<file path="config.mk">
export PLATFORM = sky130hd
export DESIGN_NAME = knn_point_streamer
export DESIGN_NICKNAME = d
export VERILOG_FILES = /design/src/rtl/knn_point_streamer.sv
export SDC_FILE = /design/constraint.sdc
export NUM_CORES = 1
export LEC_CHECK = 0
export ABC_CLOCK_PERIOD_IN_PS = 3700
export BUFFER_PORTS_ARGS = -buffer_cell sky130_fd_sc_hd__buf_2
export CORE_MARGIN = 2
export CORE_UTILIZATION = 30
export CTS_BUF_LIST = sky130_fd_sc_hd__clkbuf_16
export DETAILED_ROUTE_END_ITERATION = 10
export GPL_ROUTABILITY_DRIVEN = 1
export PLACE_DENSITY_LB_ADDON = 0.08
export SYNTH_ARGS = -nofsm -noshare
export SYNTH_HDL_FRONTEND = slang
export SYNTH_SLANG_ARGS = --single-unit
</file>
<file path="constraint.sdc">
create_clock -name clk -period 3.7 [get_ports clk]
set_clock_uncertainty 0.1 [all_clocks]
set_input_delay 1.11 -clock clk [delete_from_list [all_inputs] [get_ports clk]]
set_output_delay 1.11 -clock clk [all_outputs]
set_load 0.02 [all_outputs]
</file>
<file path="src/rtl/knn_point_streamer.sv">
// Streams training or test points from a point memory to the KNN controller.
// Training points go out as one gapless burst; test points go one at a time, each waiting for its result.
module knn_point_streamer #(
    parameter int unsigned DATA_W    = 32,
    parameter int unsigned ADDR_W    = 8,
    parameter int unsigned TEST_BASE = 128
) (
    input  logic              clk,
    input  logic              rst,
    input  logic              i_start_train,
    input  logic              i_start_test,
    input  logic [7:0]        i_train_count,
    input  logic [7:0]        i_test_count,
    output logic              o_rd_en,
    output logic [ADDR_W-1:0] o_rd_addr,
    input  logic [DATA_W-1:0] i_rd_data,
    output logic              o_valid,
    output logic              o_data_type,
    output logic [DATA_W-1:0] o_data,
    output logic              o_train_points_update,
    input  logic              i_busy,
    input  logic              i_result_valid,
    output logic              o_ready,
    output logic              o_done,
    output logic [7:0]        o_test_idx,
    output logic [2:0]        o_current_state
);

    localparam int unsigned CNT_W = 8;

    typedef enum logic [2:0] {
        IDLE         = 3'd0,
        TRAIN_WAIT   = 3'd1,
        TRAIN_STREAM = 3'd2,
        TEST_WAIT    = 3'd3,
        TEST_SEND    = 3'd4,
        TEST_RESULT  = 3'd5,
        DONE         = 3'd6
    } state_t;

    state_t             state, state_n;
    logic [CNT_W-1:0]   train_cnt, train_cnt_n;
    logic [CNT_W-1:0]   test_cnt, test_cnt_n;
    logic [CNT_W-1:0]   issued, issued_n;
    logic [CNT_W-1:0]   test_idx_n;
    logic               rd_en_n;
    logic [ADDR_W-1:0]  rd_addr_n;
    logic               upd_n;
    // pend marks the cycle in which memory data for the previous read is on i_rd_data
    logic               pend;
    logic               pend_type;

    always_ff @(posedge clk or negedge rst) begin
        if (!rst) state <= IDLE;
        else      state <= state_n;
    end

    always_comb begin
        state_n     = state;
        train_cnt_n = train_cnt;
        test_cnt_n  = test_cnt;
        issued_n    = issued;
        test_idx_n  = o_test_idx;
        rd_en_n     = 1'b0;
        rd_addr_n   = o_rd_addr;
        upd_n       = 1'b0;
        case (state)
            IDLE: begin
                if (i_start_train) begin
                    state_n     = TRAIN_WAIT;
                    train_cnt_n = i_train_count;
                end else if (i_start_test) begin
                    state_n    = TEST_WAIT;
                    test_cnt_n = i_test_count;
                    test_idx_n = '0;
                end
            end
            TRAIN_WAIT: begin
                if (train_cnt == '0) begin
                    state_n = DONE;
                end else if (!i_busy) begin
                    state_n   = TRAIN_STREAM;
                    upd_n     = 1'b1;
                    rd_en_n   = 1'b1;
                    rd_addr_n = '0;
                    issued_n  = CNT_W'(1);
                end
            end
            TRAIN_STREAM: begin
                // Issue reads back to back; leave once the final beat is on the output.
                if (issued < train_cnt) begin
                    rd_en_n   = 1'b1;
                    rd_addr_n = o_rd_addr + ADDR_W'(1);
                    issued_n  = issued + CNT_W'(1);
                end else if (o_valid && !pend && !o_rd_en) begin
                    state_n = DONE;
                end
            end
            TEST_WAIT: begin
                if (test_cnt == '0) begin
                    state_n = DONE;
                end else if (!i_busy) begin
                    state_n   = TEST_SEND;
                    rd_en_n   = 1'b1;
                    rd_addr_n = ADDR_W'(TEST_BASE) + ADDR_W'(o_test_idx);
                end
            end
            TEST_SEND: begin
                if (o_valid) state_n = TEST_RESULT;
            end
            TEST_RESULT: begin
                if (i_result_valid) begin
                    test_idx_n = o_test_idx + CNT_W'(1);
                    state_n    = (test_idx_n == test_cnt) ? DONE : TEST_WAIT;
                end
            end
            DONE: begin
                state_n = IDLE;
            end
            default: begin
                state_n = IDLE;
            end
        endcase
    end

    always_ff @(posedge clk or negedge rst) begin
        if (!rst) begin
            train_cnt             <= '0;
            test_cnt              <= '0;
            issued                <= '0;
            o_test_idx            <= '0;
            o_rd_en               <= 1'b0;
            o_rd_addr             <= '0;
            o_train_points_update <= 1'b0;
            pend                  <= 1'b0;
            pend_type             <= 1'b0;
            o_valid               <= 1'b0;
            o_data_type           <= 1'b0;
            o_data                <= '0;
            o_done                <= 1'b0;
            o_ready               <= 1'b1;
        end else begin
            train_cnt             <= train_cnt_n;
            test_cnt              <= test_cnt_n;
            issued                <= issued_n;
            o_test_idx            <= test_idx_n;
            o_rd_en               <= rd_en_n;
            o_rd_addr             <= rd_addr_n;
            o_train_points_update <= upd_n;
            pend                  <= o_rd_en;
            pend_type             <= (state == TEST_SEND);
            o_valid               <= pend;
            o_data_type           <= pend & pend_type;
            if (pend) o_data      <= i_rd_data;
            o_done                <= (state_n == DONE);
            o_ready               <= (state_n == IDLE);
        end
    end

    assign o_current_state = 3'(state);

endmodule

</file>
; ---- After elaboration in Yosys (flattened, before gate mapping)
; Cells that the tools add are included.
[totals]
ff_bits = 83
word_cells = 85
input_bits = 54
n_memories = 0
latchBits = 0
rom_bits = 0
out_inout_bits = 57
mem_bits_rw = 0
[classes]
bitwise_logic = 2
div_mod_pow = 0
muxes = 32
magnitude_cmp = 1
shifts = 0
n_reduce_logical = 16
mul = 0
add_sub_neg = 4
n_eq_ne = 15
[ops]
columns = operator, count
row1 = 2-to-1 mux 8 bit, 11
row2 = 2-to-1 mux 3 bit, 11
row3 = case mux 8 bit (2 select lines), 2
row4 = "adder 8 x 1 -> 8 bit, second input constant", 3
row5 = case mux 8 bit (3 select lines), 1
row6 = case mux 3 bit (6 select lines), 1
row7 = zero test 8 bit, 2
row8 = "!= test 2 bit, second input constant", 8
row9 = "== test 3 bit, second input constant", 3
row10 = "adder 8 bit, first input constant", 1
row11 = == test 8 bit, 1
row12 = < comparator 8 bit, 1
row13 = AND reduction 4 bit, 2
row14 = "== test 3 x 2 -> 1 bit, second input constant", 2
row15 = zero test 3 bit, 2
row16 = AND reduction 6 bit, 1
row17 = 2-to-1 mux 1 bit, 5
row18 = nonzero test 2 bit, 2
row19 = "== test 3 x 1 -> 1 bit, second input constant", 1
row20 = case mux 1 bit (3 select lines), 1
row21 = AND reduction 3 bit, 1
row22 = nonzero test 3 bit, 1
row23 = logical AND 1 bit, 2
row24 = zero test 1 bit, 2
row25 = 3 further kinds, 3

; ---- Logic depth before layout (Yosys ltp)
; Gate-level depths: netlist (run 1).
[logic_depth]
ltp_word = 7
ltp_mapped = 7
depth_no_buf = 7

; ---- Worst setup path before layout (run 1)
; No wires, ideal clock.
[synth_timing]
path_type = input to register
from = input i_busy
to = register o_rd_addr[0]
arrival_ns = 2.001
setup_ns = 0.125
stages = 3
setup_slack_ns = 1.474
n_path_buf = 0
t_required_ns = 3.475
cell_sequence = nand2b_1 -> nor3b_4 -> mux2_2
[synth_via]
elab_chain_cells = 2
word_cells_on_any_way = 3
cone_classes = eq/ne: 2 / reduce/logical: 1
[synth_lines]
columns = element, line_no
row1 = from (decl), 21  ; input logic i_busy,
row2 = != test 2 bit (no line), n/a
row3 = AND reduction 6 bit (no line) (*), n/a
row4 = to (signal assigned), 148  ; o_rd_addr <= rd_addr_n;
row5 = to (decl), 15  ; output logic [ADDR_W-1:0] o_rd_addr,
; Every way passes the cells marked *; elsewhere a longest branch is shown, timed or not.
; A chain may end at the register's enable or synchronous reset.

; ---- Worst setup path after layout (run 1)
[layout_timing]
from = register test_cnt[5]
to = register o_rd_addr[1]
[layout_via]
elab_chain_cells = 3
[layout_lines]
columns = element, line_no
row1 = from (decl), 43  ; logic [CNT_W-1:0] test_cnt, test_cnt_n;
row2 = from (signal assigned), 144  ; test_cnt <= test_cnt_n;
row3 = zero test 8 bit, 100  ; if (test_cnt == '0) begin
row4 = != test 2 bit (no line), n/a
row5 = AND reduction 6 bit (no line), n/a
; No other way between the ends.

==> metrics.txt, run 1 <==
distinct cell type count after synthesis=55; final hold vios=0; Worst IR Drop VDD=0.000243 V; DR WL/cell=15.0 µm; worst reg2reg setup slack=1.10 ns; DIE WIDTH=121 µm; # fillers=1336; Clock Latency Late Sink=0.34 ns; Initial Util=30.7%; CTS tree=yes; Top FF cell, synth=dfrtp_1; GRT Total Usage=14.0%; hpwl dp=7.15 mm; cells on worst reg2reg path=5; first-pass GRT wire length=15.9 mm; end point of the critical path=o_rd_addr[1]; DIE HEIGHT=121 µm; RR Endpoint=o_rd_addr[1]; TritonRoute pass-1 iters=4; Critical Setup Path Class=reg2reg; post-cts sizing count=0; worst-path cell chain=nor4_1 > a21oi_1 > nand2b_1 > nor3b_4 > mux2_2; Final Power=0.00429 W; Rows=42; post-synthesis mux area share=12.6%; commonest non-fill, non-tap cells in the layout=buf_2 (109), dfrtp_1 (82), mux2_2 (43); Synth Cell Area=4090 µm²; # diodes=0; final period demand of the worst path=2.60 ns; CTS clk-pin slew, worst paths=0.07 ns; simple-gate share of the synthesized area=13.8%; Crit-path slowest cell=nor4_1; I/O Buffers=110; Yosys warning count=0; Net Switching=0.00172 W; part of the cycle the worst path needs=70.2%; Post-synth EDFFs=0; DRC Markers=0; largest family of logic cells by synthesized area=compound AO/OA/AOI/OAI gates; pwr dens=842 nW/µm²; Synth Area per Inst=11.0 µm²; number of global-route vias before repair=3113; num ports=111; Congestion Overflow GR=0; CP endpoint kind=flop; compound-cell area share of the yosys netlist=14.4%; Max-slew headroom=51.2%; tightest hold margin=0.306 ns; setup tns final=0 ns; clock share of power=20.7%; initial antenna violation count=0; full die area=14600 µm²; Leak=2.35 nW; largest net degree at the start of global routing=83; Async SR Flop Fraction=100%; core footprint=13300 µm²; RSZ-0062 raised after global routing=no; combinational power share=41.9%; setup violators final=0; antenna viol nets, final=0; sequential area share after synthesis=50.9%; Iter 0 DRT Violations=124; max-slew violations=0; NumNets Final=541; max incr delay on CP=0.66 ns; CP Max Fanout=9; via count=3219; commonest non-fill, non-tap cell in the layout=buf_2; synth-to-layout area growth=24.9%; Syn Nets=434; final WL=9.90 mm; FF-to-FF Start=test_cnt[5]; Max-cap violations=0; Hold Path Class=reg2reg; clk sinks=83; crit path launch type=flop; Synth Register Bits=83; clk buf depth=2; CTS Root Cell=clkbuf_16; fmax=385 MHz; run status=completed; CP Data Arrival Time=2.72 ns; share of layout cells above drive strength 1=37.6%; Final WS setup=1.10 ns; GP Congestion=0.801; internal power=0.00257 W; worst-margin pin slew=0.726 ns; Post-CTS Setup Inserts=0; CTS Buf Count=9; Place WS=1.05 ns; worst setup path startpoint=test_cnt[5]; sequential share of power=37.4%; Cells after Synth=370; worst path required time=3.83 ns; H-tree depth=3; switch share=40.1%; CTS hold repair buffers=0; Post-Synth XOR/XNOR Area=1.93%; Post-Synth Adder-Cell Area=3.06%; vias per inst=4.89
==> worst max-delay path: cells and delay by family, from the launching register on <==
family,cells,cell delay [ns]
and+or+nand+nor,3,1.41
DFF,1,0.41
muxes,1,0.38
AOI/OAI and AO/OA,1,0.18
==> routing by layer <==
metal	vias up	part of all wire, %	global-route usage, %
li1	1577	-	-
met5	-	0	0
met4	0	2.3	6.90
met1	1532	49	19.5
met3	17	5.7	2.88
met2	93	42	20.7
==> state kept, by name (all words and copies together) (netlist names) <==
name	cells
o_done	1
pend_type	1
o_ready	1
o_data_type	1
o_current_state	3
o_rd_en	1
pend	1
o_data	32
o_valid	1
o_test_idx	8
issued	8
train_cnt	8
o_train_points_update	1
test_cnt	8
o_rd_addr	8
==> logic make-up after synthesis <==
family,Yosys count
and+or+nand+nor,103
buffers and inverters,32
xor gates and xnor gates,9
adders and majority gates,10
AOI/OAI and AO/OA,87
muxes,46
DFF,83
==> stage by stage <==
| stage | area (µm²) | utilization [%] | instances |
|---|---|---|---|
| floorplan | 4090 | - | 370 |
| global placement | 4810 | 36.2 | 642 |
| detailed placement | 4810 | 36.2 | 642 |
| CTS | 5100 | 38.4 | 658 |
| global route | 5100 | 38.4 | 658 |
| finish | 5100 | 38.4 | 658 |
==> cell usage after synthesis, drive strengths merged (2+ instances only) <==
cell type  instances  area share, %
and3b              2           0.43
a21oi             21            2.6
o41ai              2           0.43
a21o               3           0.55
nand3             16            2.0
xnor2              3           0.64
o21ai             26            3.2
a211oi             5           0.92
a32oi              2           0.61
xor2               6            1.3
mux2              43             12
o211ai             2           0.70
and2               5           0.77
or4                2           0.37
nor2              12            1.2
buf                3           0.67
o31ai              6            1.1
nand2b             3           0.64
mux2i              3           0.74
or3                4           0.61
and3               3           0.46
nor4               6           0.92
o221ai             7            1.5
ha                10            3.1
or2                3           0.46
inv               16            1.5
nand2             29            2.7
nor3               8           0.98
clkbuf            13            1.2
nor3b              5            1.5
dfrtp             82             50
a21boi             3           0.55
==> final cells by class <==
class	instances	area (µm²)	share of cell area, %
flip-flops and latches	83	2080	40.7
repair buffers	112	581	11.4
inverters	16	60.1	1.18
well taps	176	220	4.31
clock buffers	9	225	4.41
multi-input cells	255	1870	36.7
clock inverters	7	68.8	1.35
==> power by group through the flow <==
stage / sequential, W / clock, W / combinational, W
6_report: 0.00161 / 0.000891 / 0.00180
5_1_grt: 0.00167 / 0.000968 / 0.00199
4_1_cts: 0.00161 / 0.000929 / 0.00183
3_5_place_dp: 0.00162 / 0 / 0.00182
3_3_place_gp: 0.00161 / 0 / 0.00183
2_1_floorplan: 0.00187 / 0 / 0.00101
==> worst min path at each step <==
stage | from | endpoint | cells after the start
after floorplan | pend | o_valid | 0
after global placement | o_rd_en | pend | 0
after detailed placement | o_rd_en | pend | 0
after CTS | o_rd_en | pend | 0
after global routing | o_rd_en | pend | 0
final | o_rd_en | pend | 0
No activity file was read; power rests on OpenSTA's default activity.
==> run 2, diff against run 1 <==
--- a/config.mk
+++ b/config.mk
@@ -5,7 +5,7 @@
 export SDC_FILE = /design/constraint.sdc
 export NUM_CORES = 1
 export LEC_CHECK = 0
-export ABC_CLOCK_PERIOD_IN_PS = 3700
+export ABC_CLOCK_PERIOD_IN_PS = 2400
 export BUFFER_PORTS_ARGS = -buffer_cell sky130_fd_sc_hd__buf_2
 export CORE_MARGIN = 2
 export CORE_UTILIZATION = 30
==> constraint.sdc (replaced) <==
create_clock -name clk -period 2.4 [get_ports clk]
set_clock_uncertainty 0.1 [all_clocks]
set_input_delay 0.72 -clock clk [delete_from_list [all_inputs] [get_ports clk]]
set_output_delay 0.72 -clock clk [all_outputs]
set_load 0.02 [all_outputs]
==> run 2 against run 1 <==
First-iteration DRC count decreased by 8.9%. Total power grew 57%. Hold slack worse by 0.054 ns. Non-clock buffer count grew 16. Register-to-register slack lost 0.92 ns. Routed wire length grew 1.2%. Sequential cell count stayed put. Combinational power up 64%. Critical path depth up 1. Die area is the same. Largest cell class unchanged.
==> metrics.txt, run 2 (same netlist as run 1, synthesis figures left out) <==
max incr delay on CP=0.47 ns (-0.19 ns); FF-to-FF Start=o_test_idx[1]; setup violators final=0 (unchanged); run status=completed; most used cell, CP=and3_1; setup tns final=0 ns (unchanged); CP delay by family, top=compound AO/OA/AOI/OAI gates; Congestion Overflow GR=0 (unchanged); pwr dens=1300 nW/µm² (+54%); CTS tree=yes; worst setup path startpoint=o_test_idx[1]; DRC Markers=0 (unchanged); # diodes=0 (unchanged); number of global-route vias before repair=3069 (-1.4%); synth-to-layout area growth=27.7%; NumNets Final=557 (+3.0%); initial antenna violation count=0 (unchanged); part of the cycle the worst path needs=92.3% (+22 points); CP endpoint kind=flop; TritonRoute pass-1 iters=5 (+1); Critical Path Stages=6 (+1); Leak=2.43 nW (+3.5%); H-tree depth=3 (unchanged); vias per inst=4.89 (about the same); CTS clk-pin slew, worst paths=0.06 ns (about the same); Crit-path slowest cell=dfrtp_1; Highest Signal Layer=met4; WP buf/inv=0 (unchanged); RSZ-0062 raised after global routing=no; worst path required time=2.55 ns (-1.28 ns); worst-path cell chain=ha_1 > and3_1 > and3_1 > o22ai_1 > o41a_1 > a211oi_1; share of layout cells above drive strength 1=39.6% (+2.0 points); cells on worst reg2reg path=6 (+1); DR WL/cell=14.9 µm (-1.2%); worst-margin pin slew=0.498 ns (-0.227 ns); DIE HEIGHT=121 µm (unchanged); GRT Total Usage=14.0% (+0.023 points); core footprint=13300 µm² (unchanged); RR Endpoint=o_done; full die area=14600 µm² (unchanged); Iter 0 DRT Violations=113 (-8.9%); fmax=451 MHz (+17%); Rows=42 (unchanged); Max-slew headroom=66.8% (+16 points); Initial Util=30.7% (unchanged); crit path launch type=flop; CTS Buf Count=9 (unchanged); clk sinks=83 (unchanged); I/O Buffers=110 (unchanged); antenna viol nets, final=0 (unchanged); hpwl dp=7.50 mm (+5.0%); first-pass GRT wire length=15.9 mm (about the same); via count=3295 (+2.4%); Worst IR Drop VDD=0.000417 V (+72%); WL met2=4.30 mm (+2.2%); largest net degree at the start of global routing=39 (-53%); clk buf depth=2 (unchanged); commonest non-fill, non-tap cell in the layout=buf_2; wl on met1=4.94 mm (+1.0%); max-slew violations=0 (unchanged); GP Congestion=0.787 (-1.8%); end point of the critical path=o_done; CP Max Fanout=6 (-3); Largest register FFs=32 (unchanged); CP Data Arrival Time=2.36 ns (-0.36 ns); commonest non-fill, non-tap cells in the layout=buf_2 (109), dfrtp_1 (82), mux2_2 (43); final hold vios=0 (unchanged); final WL=10.0 mm (+1.2%); CTS hold repair buffers=0 (unchanged); worst reg2reg setup slack=0.18 ns (-0.92 ns); wire length on met3=574 µm (+1.2%); Largest Register=o_data; Hold Path Class=in2async; CTS Root Cell=clkbuf_16; Final Power=0.00676 W (+57%); Max-cap violations=0 (unchanged); Critical Setup Path Class=reg2reg; final period demand of the worst path=2.22 ns (-0.381 ns); DIE WIDTH=121 µm (unchanged); num ports=111 (unchanged); Clock Latency Late Sink=0.34 ns (about the same)
-- run 2: cell types whose count changed in the layout (fill, tap and decap cells not counted) --
cell	before	now
a21oi_1	21	20
a21oi_2	0	1
buf_4	2	18
clkinv_2	2	3
clkinv_4	2	0
inv_1	16	17
-- run 2: how the worst min path moves through the flow --
stage	startpoint	end	slack [ns]	cells past startpoint
after floorplan	pend	o_valid	0.25	0
after global placement	o_rd_en	pend	0.32	0
after detailed placement	o_rd_en	pend	0.31	0
after CTS	rst	o_data[4]	0.26	1
after global routing	rst	o_data[4]	0.28	1
final	rst	o_data[4]	0.25	1
-- run 2: cell type report --
class,count,area (µm²)
clock buffer,9,225
tap,176,220
timing repair buffer,128,701
clock inverter,7,60.1
fill,1317,8080
sequential,83,2080
inverter,16,60.1
multi-input combinational,255,1870
-- run 2: per-layer routing --
metal	global-route usage, %	vias up
li1	-	1601
met1	19.3	1578
met2	21.1	104
met3	3.02	12
met4	6.40	0
met5	0	-
-- run 2: worst register-to-register path, stage by stage (launching register included) --
cell and delay, ns:
dfrtp_1 0.47, ha_1 0.29, and3_1 0.26, and3_1 0.18, o22ai_1 0.09, o41a_1 0.47, a211oi_1 0.26
-- run 2: power breakdown --
part	switching (W)	internal [W]
clock network	0.000543	0.000792
registers	0.000465	0.00199
logic	0.00167	0.00130
-- run 2: stage by stage --
| step | hold slack [ns] | setup WS [ns] | instance area [µm²] | cells | utilization [%] |
|---|---|---|---|---|---|
| after floorplan | 0.252 | 0.285 | 4090 | 370 | - |
| after global placement | 0.316 | 0.195 | 4930 | 658 | 37.1 |
| after detailed placement | 0.312 | 0.170 | 4930 | 658 | 37.1 |
| after CTS | 0.258 | 0.158 | 5220 | 674 | 39.2 |
| after global routing | 0.281 | 0.00395 | 5220 | 674 | 39.3 |
| final | 0.251 | 0.184 | 5220 | 674 | 39.3 |
-- run 2: timing repair --
action	CTS	global route
gates resized for setup	0	1
setup endpoints to repair	0	1
endpoints found under the hold margin	0	0
setup buffers	0	0
==> run 3, diff against run 2 <==
--- a/config.mk
+++ b/config.mk
@@ -12,6 +12,8 @@
 export CTS_BUF_LIST = sky130_fd_sc_hd__clkbuf_16
 export DETAILED_ROUTE_END_ITERATION = 10
 export GPL_ROUTABILITY_DRIVEN = 1
+export GPL_TIMING_DRIVEN = 0
+export HOLD_SLACK_MARGIN = 0.02
 export PLACE_DENSITY_LB_ADDON = 0.08
 export SYNTH_ARGS = -nofsm -noshare
 export SYNTH_HDL_FRONTEND = slang
==> run 3 against run 2 <==
Critical path depth decreased by 1. First-iteration DRC count is 39% higher. Highest routed layer unchanged. Sequential cell count unchanged. Sequential power barely moved. Critical path type unchanged. Combinational power up 2%. Sequential share of layout area is 0.40 points lower.
==> metrics.txt, run 3 (same netlist as run 1, synthesis figures left out) <==
run status=completed; Congestion Overflow GR=0 (unchanged); full die area=14600 µm² (unchanged); max incr delay on CP=0.52 ns (+0.05 ns); H-tree depth=3 (unchanged); Leak=2.40 nW (-1.2%); tightest hold margin=0.139 ns (-0.113 ns); TritonRoute pass-1 iters=4 (-1); Critical Setup Path Class=reg2reg; initial antenna violation count=0 (unchanged); Largest Register=o_data; DIE HEIGHT=121 µm (unchanged); GP Congestion=0.781 (-0.79%); Clock Latency Late Sink=0.34 ns (about the same); Crit-path slowest cell=or4_1; Largest register FFs=32 (unchanged); DRC Markers=0 (unchanged); CTS Root Cell=clkbuf_16; crit path launch type=flop; first-pass GRT wire length=16.4 mm (+2.9%); worst-margin pin slew=0.538 ns (+0.0391 ns); pwr dens=1320 nW/µm² (+1.6%); number of global-route vias before repair=3233 (+5.3%); final period demand of the worst path=2.27 ns (+0.0502 ns); CTS clk-pin slew, worst paths=0.06 ns (about the same); Worst IR Drop VDD=0.000445 V (+6.6%); GRT Total Usage=14.5% (+0.43 points); antenna viol nets, final=0 (unchanged); CP delay by family, top=compound AO/OA/AOI/OAI gates; clk sinks=83 (unchanged); Initial Util=30.7% (unchanged); setup violators final=0 (unchanged); Rows=42 (unchanged); NumNets Final=558 (+0.18%); via count=3320 (+0.76%); hpwl dp=7.42 mm (-1.1%); num ports=111 (unchanged); CP Data Arrival Time=2.43 ns (+0.07 ns); synth-to-layout area growth=29.2%; Layout Cells excl Fill=674 (unchanged); Max-slew headroom=64.2% (-2.6 points); largest net degree at the start of global routing=68 (+74%); Max-cap violations=0 (unchanged); final hold vios=0 (unchanged); met1 Use GR=19.6% (+0.23 points); CTS tree=yes; final WL=10.2 mm (+2.1%); CTS Buf Count=9 (unchanged); commonest non-fill, non-tap cell in the layout=buf_2; core footprint=13300 µm² (unchanged); share of layout cells above drive strength 1=39.6% (unchanged); part of the cycle the worst path needs=94.4% (+2.1 points); placed cell count=657 (-0.15%); GR Util met2=22.0% (+0.88 points); CP endpoint kind=flop; vias per inst=4.93 (+0.76%); fmax=441 MHz (-2.2%); CP Max Fanout=7 (+1); Iter 0 DRT Violations=157 (+39%); grt peak-use layer=met2; Hold Path Class=in2async; DR WL/cell=15.2 µm (+2.1%); worst-path cell chain=ha_1 > a2111o_1 > a21o_1 > or4_1 > a21oi_1; commonest non-fill, non-tap cells in the layout=buf_2 (110), dfrtp_1 (80), mux2_2 (43); max-slew violations=0 (unchanged); met3 GRT Util=4.81% (+1.8 points); clk buf depth=2 (unchanged); worst path required time=2.57 ns (+0.02 ns); DIE WIDTH=121 µm (unchanged); RSZ-0062 raised after global routing=no; # diodes=0 (unchanged); I/O Buffers=110 (unchanged); WP buf/inv=0 (unchanged)
-- run 3: layout make-up --
cell class	instances	area (µm²)
Sequential cell	83	2080
Clock inverter	6	90.1
Inverter	16	60.1
Fill cell	1336	8020
Timing Repair Buffer	114	603
Buffer	15	72.6
Clock buffer	9	225
Multi-Input combinational cell	255	1930
Tap cell	176	220
-- run 3: power by group --
group          switching [W]  internal [W]  total (W)
combinational        0.00172       0.00129    0.00301
sequential          0.000464       0.00199    0.00246
clock               0.000572      0.000909    0.00148
total                0.00276       0.00419    0.00695
-- run 3: repair_timing --
action	in CTS	in global routing
gates resized for setup	4	9
hold buffers	0	0
buffers inserted	2	1
pin swaps	0	1
endpoints found under the setup margin	8	12
-- run 3: per-stage QoR --
stage	setup WS (ns)	setup TNS [ns]	cell area (µm²)	power, W	util, %
floorplan	0.285	0	4090	0.00443	-
global placement	-0.290	-24.50	4860	0.00535	36.5
detailed placement	-0.267	-1.25	4890	0.00539	36.7
CTS	0.0375	0	5240	0.00699	39.4
global route	0.0121	0	5280	0.00745	39.7
finish	0.134	0	5280	0.00695	39.7
-- run 3: path summary, 6_finish.rpt --
kind	from	endpoint	slack (ns)	cells past startpoint
worst max-delay path	issued[1]	issued[5]	0.13	5
min in group clk	pend	o_valid	0.27	0
worst max register to register	issued[1]	issued[5]	0.13	5
max in group asynchronous	rst	o_ready	1.43	2
worst min register to register	pend	o_valid	0.27	0
worst min-delay path	rst	o_data[4]	0.14	1
-- run 3: per-layer routing --
layer | routed length (µm) | share of wire [%] | vias up
met3 | 643 | 6.3 | 7
met1 | 4920 | 48 | 1591
li1 | - | - | 1605
met4 | 110 | 1.1 | 0
met5 | 0 | 0 | -
met2 | 4550 | 44 | 117
